<file path="config.mk">
export PLATFORM = sky130hd
export DESIGN_NAME = sdram_pio_tester
export DESIGN_NICKNAME = d
export VERILOG_FILES = /design/src/rtl/sdram_pio_tester.sv
export SDC_FILE = /design/constraint.sdc
export NUM_CORES = 1
export LEC_CHECK = 0
export CAP_MARGIN = 30
export CORE_ASPECT_RATIO = 1.25
export CORE_MARGIN = 1
export CORE_UTILIZATION = 25
export CTS_CLUSTER_DIAMETER = 80
export DETAILED_ROUTE_END_ITERATION = 16
export GPL_TIMING_DRIVEN = 0
export PLACE_DENSITY_LB_ADDON = 0.25
export SKIP_LAST_GASP = 1
export SLEW_MARGIN = 10
export SYNTH_ARGS = -nofsm -noshare
export SYNTH_HDL_FRONTEND = slang
export SYNTH_SLANG_ARGS = --single-unit
</file>
<file path="constraint.sdc">
create_clock -name clk -period 3.7 [get_ports clk]
set_input_delay 0.74 -clock clk [delete_from_list [all_inputs] [get_ports clk]]
set_output_delay 0.74 -clock clk [all_outputs]
set_load 0.1 [all_outputs]
</file>
<file path="src/rtl/sdram_pio_tester.sv">
// sdram_pio_tester: PIO-launched SDRAM exerciser that writes TEST_WORDS words of an
// address or LFSR pattern, reads them back in order and counts mismatching words.
module sdram_pio_tester #(
  parameter int ADDR_W     = 22,
  parameter int BASE_ADDR  = 0,
  parameter int TEST_WORDS = 256
) (
  input  logic              clk,
  input  logic              reset_n,
  input  logic [1:0]        ctrl,
  output logic [ADDR_W-1:0] avm_address,
  output logic              avm_write_n,
  output logic              avm_read_n,
  output logic [15:0]       avm_writedata,
  output logic [1:0]        avm_byteenable_n,
  input  logic              avm_waitrequest,
  input  logic [15:0]       avm_readdata,
  input  logic              avm_readdatavalid,
  output logic              busy,
  output logic              done,
  output logic              pass,
  output logic [15:0]       err_count
);

  localparam int                CNT_W    = $clog2(TEST_WORDS + 1);
  localparam logic [CNT_W-1:0]  LAST_IDX = CNT_W'(TEST_WORDS - 1);
  localparam logic [CNT_W-1:0]  N_WORDS  = CNT_W'(TEST_WORDS);
  localparam logic [ADDR_W-1:0] BASE     = ADDR_W'(BASE_ADDR);
  localparam logic [15:0]       SEED     = 16'hACE1;

  typedef enum logic [2:0] {S_IDLE, S_WRITE, S_READ, S_WAIT, S_DONE} state_t;

  function automatic logic [15:0] f_seed(input logic pat);
    return pat ? SEED : 16'h0000;
  endfunction

  // Address mode counts up; LFSR mode steps the Galois register.
  function automatic logic [15:0] f_adv(input logic pat, input logic [15:0] v);
    if (!pat) return v + 16'd1;
    return v[0] ? ((v >> 1) ^ 16'hB400) : (v >> 1);
  endfunction

  state_t             r_state, w_state_nxt;
  logic               r_start_d, r_pat_sel, w_pat_sel_nxt;
  logic [CNT_W-1:0]   r_widx, r_ridx, r_rcnt, w_widx_nxt, w_ridx_nxt, w_rcnt_nxt;
  logic [15:0]        r_wgen, r_rgen, w_wgen_nxt, w_rgen_nxt;
  logic [ADDR_W-1:0]  r_address, w_address_nxt;
  logic               r_write_n, r_read_n, w_write_n_nxt, w_read_n_nxt;
  logic [15:0]        r_writedata, w_writedata_nxt;
  logic               r_busy, r_done, r_pass, w_busy_nxt, w_done_nxt, w_pass_nxt;
  logic [15:0]        r_err_count, w_err_nxt;

  logic               w_start, w_accept, w_wr_acc, w_rd_acc, w_cmp;
  logic               w_last_wr, w_last_rd, w_all_rx;
  logic [CNT_W-1:0]   w_rcnt_inc;

  // Starts are edge-triggered and dropped outright while a pass is running.
  assign w_start    = ctrl[0] & ~r_start_d;
  assign w_accept   = w_start && (r_state == S_IDLE || r_state == S_DONE);
  assign w_wr_acc   = (r_state == S_WRITE) && !avm_waitrequest;
  assign w_rd_acc   = (r_state == S_READ) && !avm_waitrequest;
  assign w_cmp      = (r_state == S_READ || r_state == S_WAIT) && avm_readdatavalid;
  assign w_last_wr  = w_wr_acc && (r_widx == LAST_IDX);
  assign w_last_rd  = w_rd_acc && (r_ridx == LAST_IDX);
  assign w_rcnt_inc = r_rcnt + CNT_W'(w_cmp);
  assign w_all_rx   = (w_rcnt_inc == N_WORDS);

  // NOTE: sequential state uses non-blocking assignments so every register samples pre-edge values.
  always_ff @(posedge clk or negedge reset_n) begin
    if (!reset_n) begin
      r_state     <= S_IDLE;
      r_start_d   <= 1'b0;
      r_pat_sel   <= 1'b0;
      r_widx      <= '0;
      r_ridx      <= '0;
      r_rcnt      <= '0;
      r_wgen      <= '0;
      r_rgen      <= '0;
      r_address   <= '0;
      r_write_n   <= 1'b1;
      r_read_n    <= 1'b1;
      r_writedata <= '0;
      r_busy      <= 1'b0;
      r_done      <= 1'b0;
      r_pass      <= 1'b0;
      r_err_count <= '0;
    end else begin
      r_state     <= w_state_nxt;
      r_start_d   <= ctrl[0];
      r_pat_sel   <= w_pat_sel_nxt;
      r_widx      <= w_widx_nxt;
      r_ridx      <= w_ridx_nxt;
      r_rcnt      <= w_rcnt_nxt;
      r_wgen      <= w_wgen_nxt;
      r_rgen      <= w_rgen_nxt;
      r_address   <= w_address_nxt;
      r_write_n   <= w_write_n_nxt;
      r_read_n    <= w_read_n_nxt;
      r_writedata <= w_writedata_nxt;
      r_busy      <= w_busy_nxt;
      r_done      <= w_done_nxt;
      r_pass      <= w_pass_nxt;
      r_err_count <= w_err_nxt;
    end
  end

  always_comb begin
    w_state_nxt = r_state;
    case (r_state)
      S_IDLE, S_DONE: if (w_accept)  w_state_nxt = S_WRITE;
      S_WRITE:        if (w_last_wr) w_state_nxt = S_READ;
      S_READ:         if (w_last_rd) w_state_nxt = w_all_rx ? S_DONE : S_WAIT;
      S_WAIT:         if (w_all_rx)  w_state_nxt = S_DONE;
      default:        w_state_nxt = S_IDLE;
    endcase
  end

  // Computes next register values so the bus is updated on the same edge as each acceptance.
  always_comb begin
    // NOTE: every signal gets a hold default first, so no path leaves one unassigned (no latches).
    w_pat_sel_nxt   = r_pat_sel;
    w_widx_nxt      = r_widx;
    w_ridx_nxt      = r_ridx;
    w_rcnt_nxt      = r_rcnt;
    w_wgen_nxt      = r_wgen;
    w_rgen_nxt      = r_rgen;
    w_address_nxt   = r_address;
    w_write_n_nxt   = r_write_n;
    w_read_n_nxt    = r_read_n;
    w_writedata_nxt = r_writedata;
    w_busy_nxt      = r_busy;
    w_done_nxt      = r_done;
    w_err_nxt       = r_err_count;

    if (w_accept) begin
      w_pat_sel_nxt   = ctrl[1];
      w_widx_nxt      = '0;
      w_ridx_nxt      = '0;
      w_rcnt_nxt      = '0;
      w_wgen_nxt      = f_seed(ctrl[1]);
      w_rgen_nxt      = f_seed(ctrl[1]);
      w_err_nxt       = '0;
      w_done_nxt      = 1'b0;
      w_busy_nxt      = 1'b1;
      w_write_n_nxt   = 1'b0;
      w_read_n_nxt    = 1'b1;
      w_address_nxt   = BASE;
      w_writedata_nxt = f_seed(ctrl[1]);
    end

    if (w_wr_acc) begin
      w_widx_nxt = r_widx + CNT_W'(1);
      w_wgen_nxt = f_adv(r_pat_sel, r_wgen);
      if (w_last_wr) begin
        w_write_n_nxt = 1'b1;
        w_read_n_nxt  = 1'b0;
        w_address_nxt = BASE;
      end else begin
        w_address_nxt   = BASE + ADDR_W'(w_widx_nxt);
        w_writedata_nxt = w_wgen_nxt;
      end
    end

    if (w_rd_acc) begin
      w_ridx_nxt = r_ridx + CNT_W'(1);
      if (w_last_rd) w_read_n_nxt  = 1'b1;
      else           w_address_nxt = BASE + ADDR_W'(w_ridx_nxt);
    end

    if (w_cmp) begin
      w_rcnt_nxt = w_rcnt_inc;
      w_rgen_nxt = f_adv(r_pat_sel, r_rgen);
      if (avm_readdata != r_rgen && r_err_count != 16'hFFFF)
        w_err_nxt = r_err_count + 16'd1;
    end

    if (w_state_nxt == S_DONE && r_state != S_DONE) begin
      w_busy_nxt = 1'b0;
      w_done_nxt = 1'b1;
    end

    w_pass_nxt = w_done_nxt && (w_err_nxt == 16'h0000);
  end

  assign avm_address      = r_address;
  assign avm_write_n      = r_write_n;
  assign avm_read_n       = r_read_n;
  assign avm_writedata    = r_writedata;
  assign avm_byteenable_n = 2'b00;
  assign busy             = r_busy;
  assign done             = r_done;
  assign pass             = r_pass;
  assign err_count        = r_err_count;

endmodule

</file>
# Yosys cells after proc, flatten, opt, wreduce, memory -nomap -nowiden
# Index checks and enable logic that the tools add are counted.
word_totals:
  regBits: 123
op_classes:
  addsub: 6
  eq_ne: 11
  n_mux: 46
  bitwise_logic: 4
  n_reduce_logical: 19
ops:
  columns: ["operator", "n"]
  rows:
  - ["$mux 16", 16]
  - ["$mux 22", 4]
  - ["$add 16x1->16 const B", 3]
  - ["$mux 9", 5]
  - ["$add 9x1->9 const B", 2]
  - ["$eq 9x8->1 const B", 2]
  - ["$logic_not 16->1", 1]
  - ["$ne 16x16->1", 1]
  - ["$ne 16x16->1 const B", 1]
  - ["$mux 1", 15]
  - ["$mux 3", 5]
  - ["$pmux 3 s4", 1]
  - ["$add 9x1->9", 1]
  - ["$eq 9x9->1 const B", 1]
  - ["$logic_and 1x1->1", 9]
  - ["$not 3->4", 2]
  - ["$reduce_bool 2->1", 4]
  - ["$eq 3x2->1 const B", 2]
  - ["$eq 3x3->1 const B", 2]
  - ["$eq 3x1->1 const B", 1]
  - ["$logic_not 3->1", 1]
  - ["$ne 3x3->1 const B", 1]
  - ["$logic_or 1x1->1", 2]
  - ["$reduce_or 2->1", 1]
  - ["other kinds (3)", 3]

# Logic depth before layout (Yosys ltp)
# Gate-level depths: netlist of run 1.
logic_depth:
  ltp_word: 12
  ltp_mapped: 14
  ltp_nobuf: 12

# Worst setup path after synthesis of run 1
# No wires, ideal clock.
synth_timing:
  path_kind: "input-to-reg"
  startpoint: "in avm_readdatavalid"
  endpoint: "reg r_pass, in the netlist pass"
  setup_time_ps: 96
  t_arrival_ps: 3250
  slack_ps: 355
  path_stages: 12
  n_path_buf: 1
  path_cell_list: "nand2_1 -> inv_1 -> clkbuf_1 -> ha_1 -> ha_1 -> nand2_1 -> or3_1 -> nand3_1 -> or4b_1 -> a32oi_1 -> nand4b_1 -> nor4_2"
synth_via:
  elab_chain_len: 10
synth_rtl:
  columns: ["item", "line", "source"]
  rows:
  - ["start, declared", "18", "input logic avm_readdatavalid,"]
  - ["$logic_and 1x1->1 *", "62", "assign w_cmp = (r_state == S_READ || r_state == S_WAIT) && avm_readdatavalid;"]
  - ["$add 9x1->9", "65", "assign w_rcnt_inc = r_rcnt + CNT_W'(w_cmp);"]
  - ["$eq 9x9->1", "66", "assign w_all_rx = (w_rcnt_inc == N_WORDS);"]
  - ["$mux 3 (2 in a row)", "112", "S_READ: if (w_last_rd) w_state_nxt = w_all_rx ? S_DONE : S_WAIT;"]
  - ["$pmux 3 s4", "109", "case (r_state)"]
  - ["$eq 3x3->1", "177", "if (w_state_nxt == S_DONE && r_state != S_DONE) begin"]
  - ["$logic_and 1x1->1", "177", null]
  - ["$mux 1", "177", null]
  - ["$logic_and 1x1->1 *", "182", "w_pass_nxt = w_done_nxt && (w_err_nxt == 16'h0000);"]
  - ["via w_pass_nxt", "50", "logic r_busy, r_done, r_pass, w_busy_nxt, w_done_nxt, w_pass_nxt;"]
  - ["end signal, assigned", "102", "r_pass <= w_pass_nxt;"]
  - ["end, declared", "50", null]
# Mark *: on every way through the listed nets, which the timed path passes. The rest lies on a longest branch.
# A chain may end at the register's enable or synchronous reset.

# Worst setup path in the final report of run 1
# Same ends and word-level chain as after synthesis.

==> flow_summary.ini, run 1 <==
[grt]
grt_pass1_vias = 5914
antenna_found_initial = 0
grt_pass1_wl_mm = 31.4
grt_overflow = 0
grtUsageTotal = 0.145
grt_max_degree = 81

[min_path]
min_path_type = in2async

[layout]
final_nets = 884
final_area_um2 = 8800
seq_area_um2 = 3080
multi_input_area_um2 = 3430
area_growth_pct = 29.2
drive_gt1_frac = 0.0879
n_fill_cell = 2817
diodes = 0
postLayoutCoreUtil = 0.328

[die]
io_pins = 83
die_x_um = 150
core_um2 = 26800
placementRows = 67
initial_core_util = 0.254
fp.dieH_um = 187
die_area_um2 = 27900

[clock_tree]
clock-root-buffer = clkbuf_16
clkLatencyLatePin_ns = 0.43
cts_buffers = 17
cts_tree = done
path_clk_slew_ns = 0.06
cts_htree_levels = 4
cts.sinks = 123
cts_buffer_depth = 2
cts_hold_buf = 0

[synth]
synth_ff_type = dfrtp_1
synth-edff-count = 0
ys_seq_area_frac = 0.452
yosys.area.top_type_share = 0.445
synth-seq-cells = 123
syn_avg_cell_area_um2 = 9.12
syn_inst = 747
synth-async-reset-ratio = 1.00
yosys-top-cells-area = dfrtp_1 44%, o21ai_0 6.5%, xnor2_1 4.4%
ys_warn_count = 0
syn_area_um2 = 6810
synth.distinct_cells = 64
netlist_top_cells_count = 121 x dfrtp_1, 89 x o21ai_0, 72 x nand2_1, 48 x nor2_1, 47 x a21oi_1
yosysMostFrequentCell = dfrtp_1
yosysTopAreaCell = dfrtp_1

[worst_setup_path]
worst_setup_path_start_kind = input port
crit_arrival_ns = 3.74
cp_max_fo = 6
crit_type = in2reg
end_kind = register
cp.required_ns = 4.03

[sta]
setup_viol_count_final = 0
drv_slew = 0
clock.fmax_mhz = 293
finClkSkew_ns = 0.0104
finalCriticalPeriod_ns = 3.41
rsz0062_at_grt = false
post-route-period-util = 0.921
fin_hold_ws_ns = 0.244
worst-slew-pin-transition_ns = 0.997
hold_viol_final = 0
slew_headroom = 0.333

[detailed_routing]
routedWlPerCell_um = 16.0
finalWirelength_mm = 19.4
antenna_left = 0
route.vias.total = 5859
drtIter0Drc = 347
post_drt_via_cell_ratio = 4.84
first_pass_iters = 5
drcViolationCount = 0

[placed_design]
dp_hpwl_mm = 13.8
port-buffer-count = 80
place_area_um2 = 8110
gp_congestion = 0.899

[pwr]
p_per_area_nw_per_um2 = 618
ir_worst_vdd_uv = 371
power_leakage_uw = 0.00369

[run_status]
status = complete, no violations

[flow_run]
cap_violations = 0
[per-layer routing]
metal | track usage | vias to the layer above | part of all wire
met3 | 0.0262 | 21 | 0.039
met2 | 0.243 | 124 | 0.49
li1 | - | 2878 | -
met4 | 0.0510 | 0 | 0.013
met5 | 0 | - | 0
met1 | 0.185 | 2836 | 0.46
[metrics by stage]
stage	std cells	setup slack, ns	setup TNS (ns)	total power, uW
after floorplan	748	0.355	0	3060
final	1210	0.292	0	5440
after global routing	1210	0.0608	0	5690
after global placement	1173	-3.45	-421.47	3550
after CTS	1208	0.148	0	5500
after detailed placement	1176	-0.954	-2.55	3590
[kinds of logic after synthesis]
logic type      after synthesis  share of synthesized area
xor+xnor                     64                     0.0823
buf+inv                      72                     0.0472
other cells                   1                   0.000551
fa+ha+maj                    10                     0.0184
mux                           9                     0.0134
flops                       123                      0.452
compound gates              201                      0.181
simple gates                267                      0.205
[sequential cells by signal, indices dropped and copies added (netlist names), 3 cells and up]
signal and flops:
r_rgen 16, r_state 3, avm_writedata 16, avm_address 22
r_widx 9, err_count 16, r_wgen 16, r_rcnt 9
r_ridx 9
[cell type report]
cell class              instances  area share
plain buffers                  54      0.0289
flip-flops and latches        123       0.350
repair buffers                 86       0.100
clock inverters                14      0.0260
clock buffers                  18      0.0488
multi-input cells             553       0.389
well taps                     345      0.0490
inverters                      17     0.00768
[worst max-delay path, stage by stage]
cell	delay, ns
clkdlybuf4s50_1	0.49
nand2_2	0.11
clkinvlp_4	0.11
ha_1	0.20
ha_2	0.25
nand2_1	0.11
or3_1	0.35
nand3_1	0.11
or4b_1	0.55
a32oi_1	0.23
nand4b_1	0.21
nor4_4	0.26
[repair_timing]
item | 4_1_cts | 5_1_grt
resized for setup | 1 | 3
buffers inserted | 1 | 1
gates cloned | 0 | 0
setup endpoints to repair | 2 | 1
[final timing paths]
kind	startpoint	endpoint	slack (ns)	cells after the start
min in group clk	avm_write_n$_DFF_PN1_	avm_write_n$_DFF_PN1_	0.47	2
worst min-delay path	reset_n	r_rgen[7]$_DFFE_PN0P_	0.24	1
worst min register to register	avm_write_n$_DFF_PN1_	avm_write_n$_DFF_PN1_	0.47	2
worst max-delay path	avm_readdatavalid	pass$_DFF_PN0_	0.29	12
max in group asynchronous	reset_n	avm_write_n$_DFF_PN1_	2.70	2
worst max register to register	r_state[2]$_DFF_PN0_	pass$_DFF_PN0_	0.31	13
[cells in the final DEF (no fill, tap or decap), drive strengths merged, types with 8 or more instances in the layout]
cell / netlist / routed
dfrtp: 121 / 121
o21ai: 90 / 90
clkdlybuf4s50: 0 / 79
nand2: 73 / 73
clkbuf: 37 / 55
nor2: 48 / 48
a21oi: 47 / 47
nand3: 39 / 39
xnor2: 34 / 34
xor2: 30 / 30
buf: 18 / 24
inv: 17 / 23
and2: 20 / 20
and3: 19 / 19
nand4: 19 / 19
o31ai: 11 / 11
ha: 10 / 10
a22o: 9 / 9
nor3: 8 / 8
mux2i: 8 / 8
[power by group]
part           total, uW  switching, uW  leakage (uW)  internal (uW)
Clock               1890            677      0.000321           1210
Combinational       1760           1240       0.00173            525
Sequential          1780            218       0.00165           1570
No activity file was read; power rests on OpenSTA's default activity.
==> inputs of run 2 (changes only) <==
--- a/config.mk
+++ b/config.mk
@@ -7,11 +7,12 @@
 export LEC_CHECK = 0
 export CAP_MARGIN = 30
 export CORE_ASPECT_RATIO = 1.25
-export CORE_MARGIN = 1
+export CORE_MARGIN = 8
 export CORE_UTILIZATION = 25
 export CTS_CLUSTER_DIAMETER = 80
 export DETAILED_ROUTE_END_ITERATION = 16
 export GPL_TIMING_DRIVEN = 0
+export HOLD_SLACK_MARGIN = 0.02
 export PLACE_DENSITY_LB_ADDON = 0.25
 export SKIP_LAST_GASP = 1
 export SLEW_MARGIN = 10
==> flow_summary.ini, run 2 (synthesized netlist as in run 1, its figures left out) <==
[run_status]
status = complete, no violations

[detailed_routing]
finalWirelength_mm = 20.2
antenna_left = 0
routedWlPerCell_um = 16.7
wl_met1_mm = 9.20
route.vias.total = 5928
first_pass_iters = 4
drcViolationCount = 0
highest_layer = met4
routed-wl-met3_mm = 1.17
drtIter0Drc = 271
met2_length_mm = 9.58
post_drt_via_cell_ratio = 4.91

[die]
initial_core_util = 0.254
core_um2 = 26800
die_area_um2 = 32800
die_x_um = 164
placementRows = 67
fp.dieH_um = 201
io_pins = 83

[clock_tree]
path_clk_slew_ns = 0.06
cts_tree = done
clkLatencyLatePin_ns = 0.42
cts_htree_levels = 4
cts_buffers = 17
clock-root-buffer = clkbuf_16
cts_buffer_depth = 2
cts.sinks = 123
cts_hold_buf = 0

[worst_setup_path]
cp.required_ns = 4.01
cp_max_fo = 6
crit_arrival_ns = 3.77
worst_setup_path_start_kind = input port
crit_type = in2reg
end_kind = register

[layout]
final_common_cell = dfrtp_1
area_growth_pct = 28.7
final_nets = 884
n_fill_cell = 2863
finalNonFillerCells = 1208
final_area_um2 = 8760
diodes = 0
final_cell_mix = 121 x dfrtp_1, 89 x o21ai_0, 79 x clkdlybuf4s50_1, 71 x nand2_1, 48 x nor2_1
largest_reg_flops = 22
postLayoutCoreUtil = 0.327
drive_gt1_frac = 0.0869

[placed_design]
place_area_um2 = 8140
gp_congestion = 0.825
dp_hpwl_mm = 14.4
port-buffer-count = 80
dp.cells = 1177

[pwr]
power_leakage_uw = 0.00367
power_uw = 5300
p_per_area_nw_per_um2 = 605
ir_worst_vdd_uv = 430

[sta]
drv_slew = 0
post-route-period-util = 0.935
finClkSkew_ns = 0.00842
slew_headroom = 0.329
worst-slew-pin-transition_ns = 1.00
clock.fmax_mhz = 289
hold_viol_final = 0
fin_hold_ws_ns = 0.257
setup_viol_count_final = 0
finalCriticalPeriod_ns = 3.46

[grt]
grtUsageTotal = 0.125
grt_pass1_wl_mm = 32.6
grt_max_degree = 79
grt_pass1_vias = 5929
grt_overflow = 0
antenna_found_initial = 0

[min_path]
min_path_type = in2async

[flow_run]
cap_violations = 0
run 2: cell types whose count changed in the layout (fill, tap and decap cells not counted), moves of 2 or more:
cell	delta
bufinv_16	-2
clkbuf_8	+2
clkinv_2	+3
clkinvlp_4	+3
inv_6	-6
run 2: where the power goes:
| part | total [uW] | switching [uW] | internal [uW] | leakage (uW) |
|---|---|---|---|---|
| registers | 1790 | 221 | 1570 | 0.00165 |
| clock network | 1730 | 643 | 1090 | 0.000287 |
| logic | 1780 | 1250 | 531 | 0.00174 |
| total | 5300 | 2120 | 3180 | 0.00367 |
run 2: per-layer routing:
layer,vias to the layer above,track usage
met2,164,0.200
met1,2868,0.162
li1,2880,-
met4,0,0.0309
met5,-,0
met3,16,0.0339
run 2: worst max-delay path: stages:
cell             delay, ns
clkdlybuf4s50_1       0.49
nand2_2               0.12
clkinvlp_4            0.12
ha_1                  0.22
ha_1                  0.29
nand2_1               0.13
or3_1                 0.36
nand3_1               0.09
or4b_4                0.52
a32oi_1               0.21
nand4b_1              0.20
nor4_4                0.29
run 2: area by class of cell:
| type | count | area, um2 | area share |
|---|---|---|---|
| multi-input combinational | 553 | 3430 | 0.391 |
| clock buffer | 19 | 453 | 0.0517 |
| sequential | 123 | 3080 | 0.352 |
| inverter | 17 | 67.6 | 0.00771 |
| clock inverter | 11 | 145 | 0.0166 |
| buffer | 54 | 254 | 0.0290 |
| timing repair buffer | 86 | 905 | 0.103 |
| tap | 345 | 432 | 0.0493 |
run 2: worst paths after layout:
| kind | from | to | slack [ns] | depth (start not counted) |
|---|---|---|---|---|
| worst max-delay path | avm_readdatavalid | pass$_DFF_PN0_ | 0.24 | 12 |
| worst max register to register | r_state[2]$_DFF_PN0_ | pass$_DFF_PN0_ | 0.25 | 13 |
| min in group clk | r_ridx[8]$_DFFE_PN0P_ | r_ridx[8]$_DFFE_PN0P_ | 0.48 | 2 |
| worst min-delay path | reset_n | r_rgen[7]$_DFFE_PN0P_ | 0.26 | 1 |
| max in group asynchronous | reset_n | avm_write_n$_DFF_PN1_ | 2.65 | 2 |
| worst min register to register | r_ridx[8]$_DFFE_PN0P_ | r_ridx[8]$_DFFE_PN0P_ | 0.48 | 2 |
run 2: repair_timing:
item	in CTS	in global routing
resized for setup	1	3
cloned	0	0
setup endpoints to repair	3	1
setup buffers	1	0
run 2: metrics by stage:
step | setup slack, ns | TNS [ns]
final | 0.242 | 0
after global routing | -0.00718 | -0.00718
after CTS | 0.0595 | 0
after detailed placement | -1.08 | -2.82
after global placement | -3.42 | -418.91
after floorplan | 0.355 | 0
==> inputs of run 3 (changes only) <==
--- a/config.mk
+++ b/config.mk
@@ -19,3 +19,4 @@
 export SYNTH_ARGS = -nofsm -noshare
 export SYNTH_HDL_FRONTEND = slang
 export SYNTH_SLANG_ARGS = --single-unit
+export TNS_END_PERCENT = 20
==> results of run 3 <==
The final DEF is identical to that of run 2; final timing and power are the same.
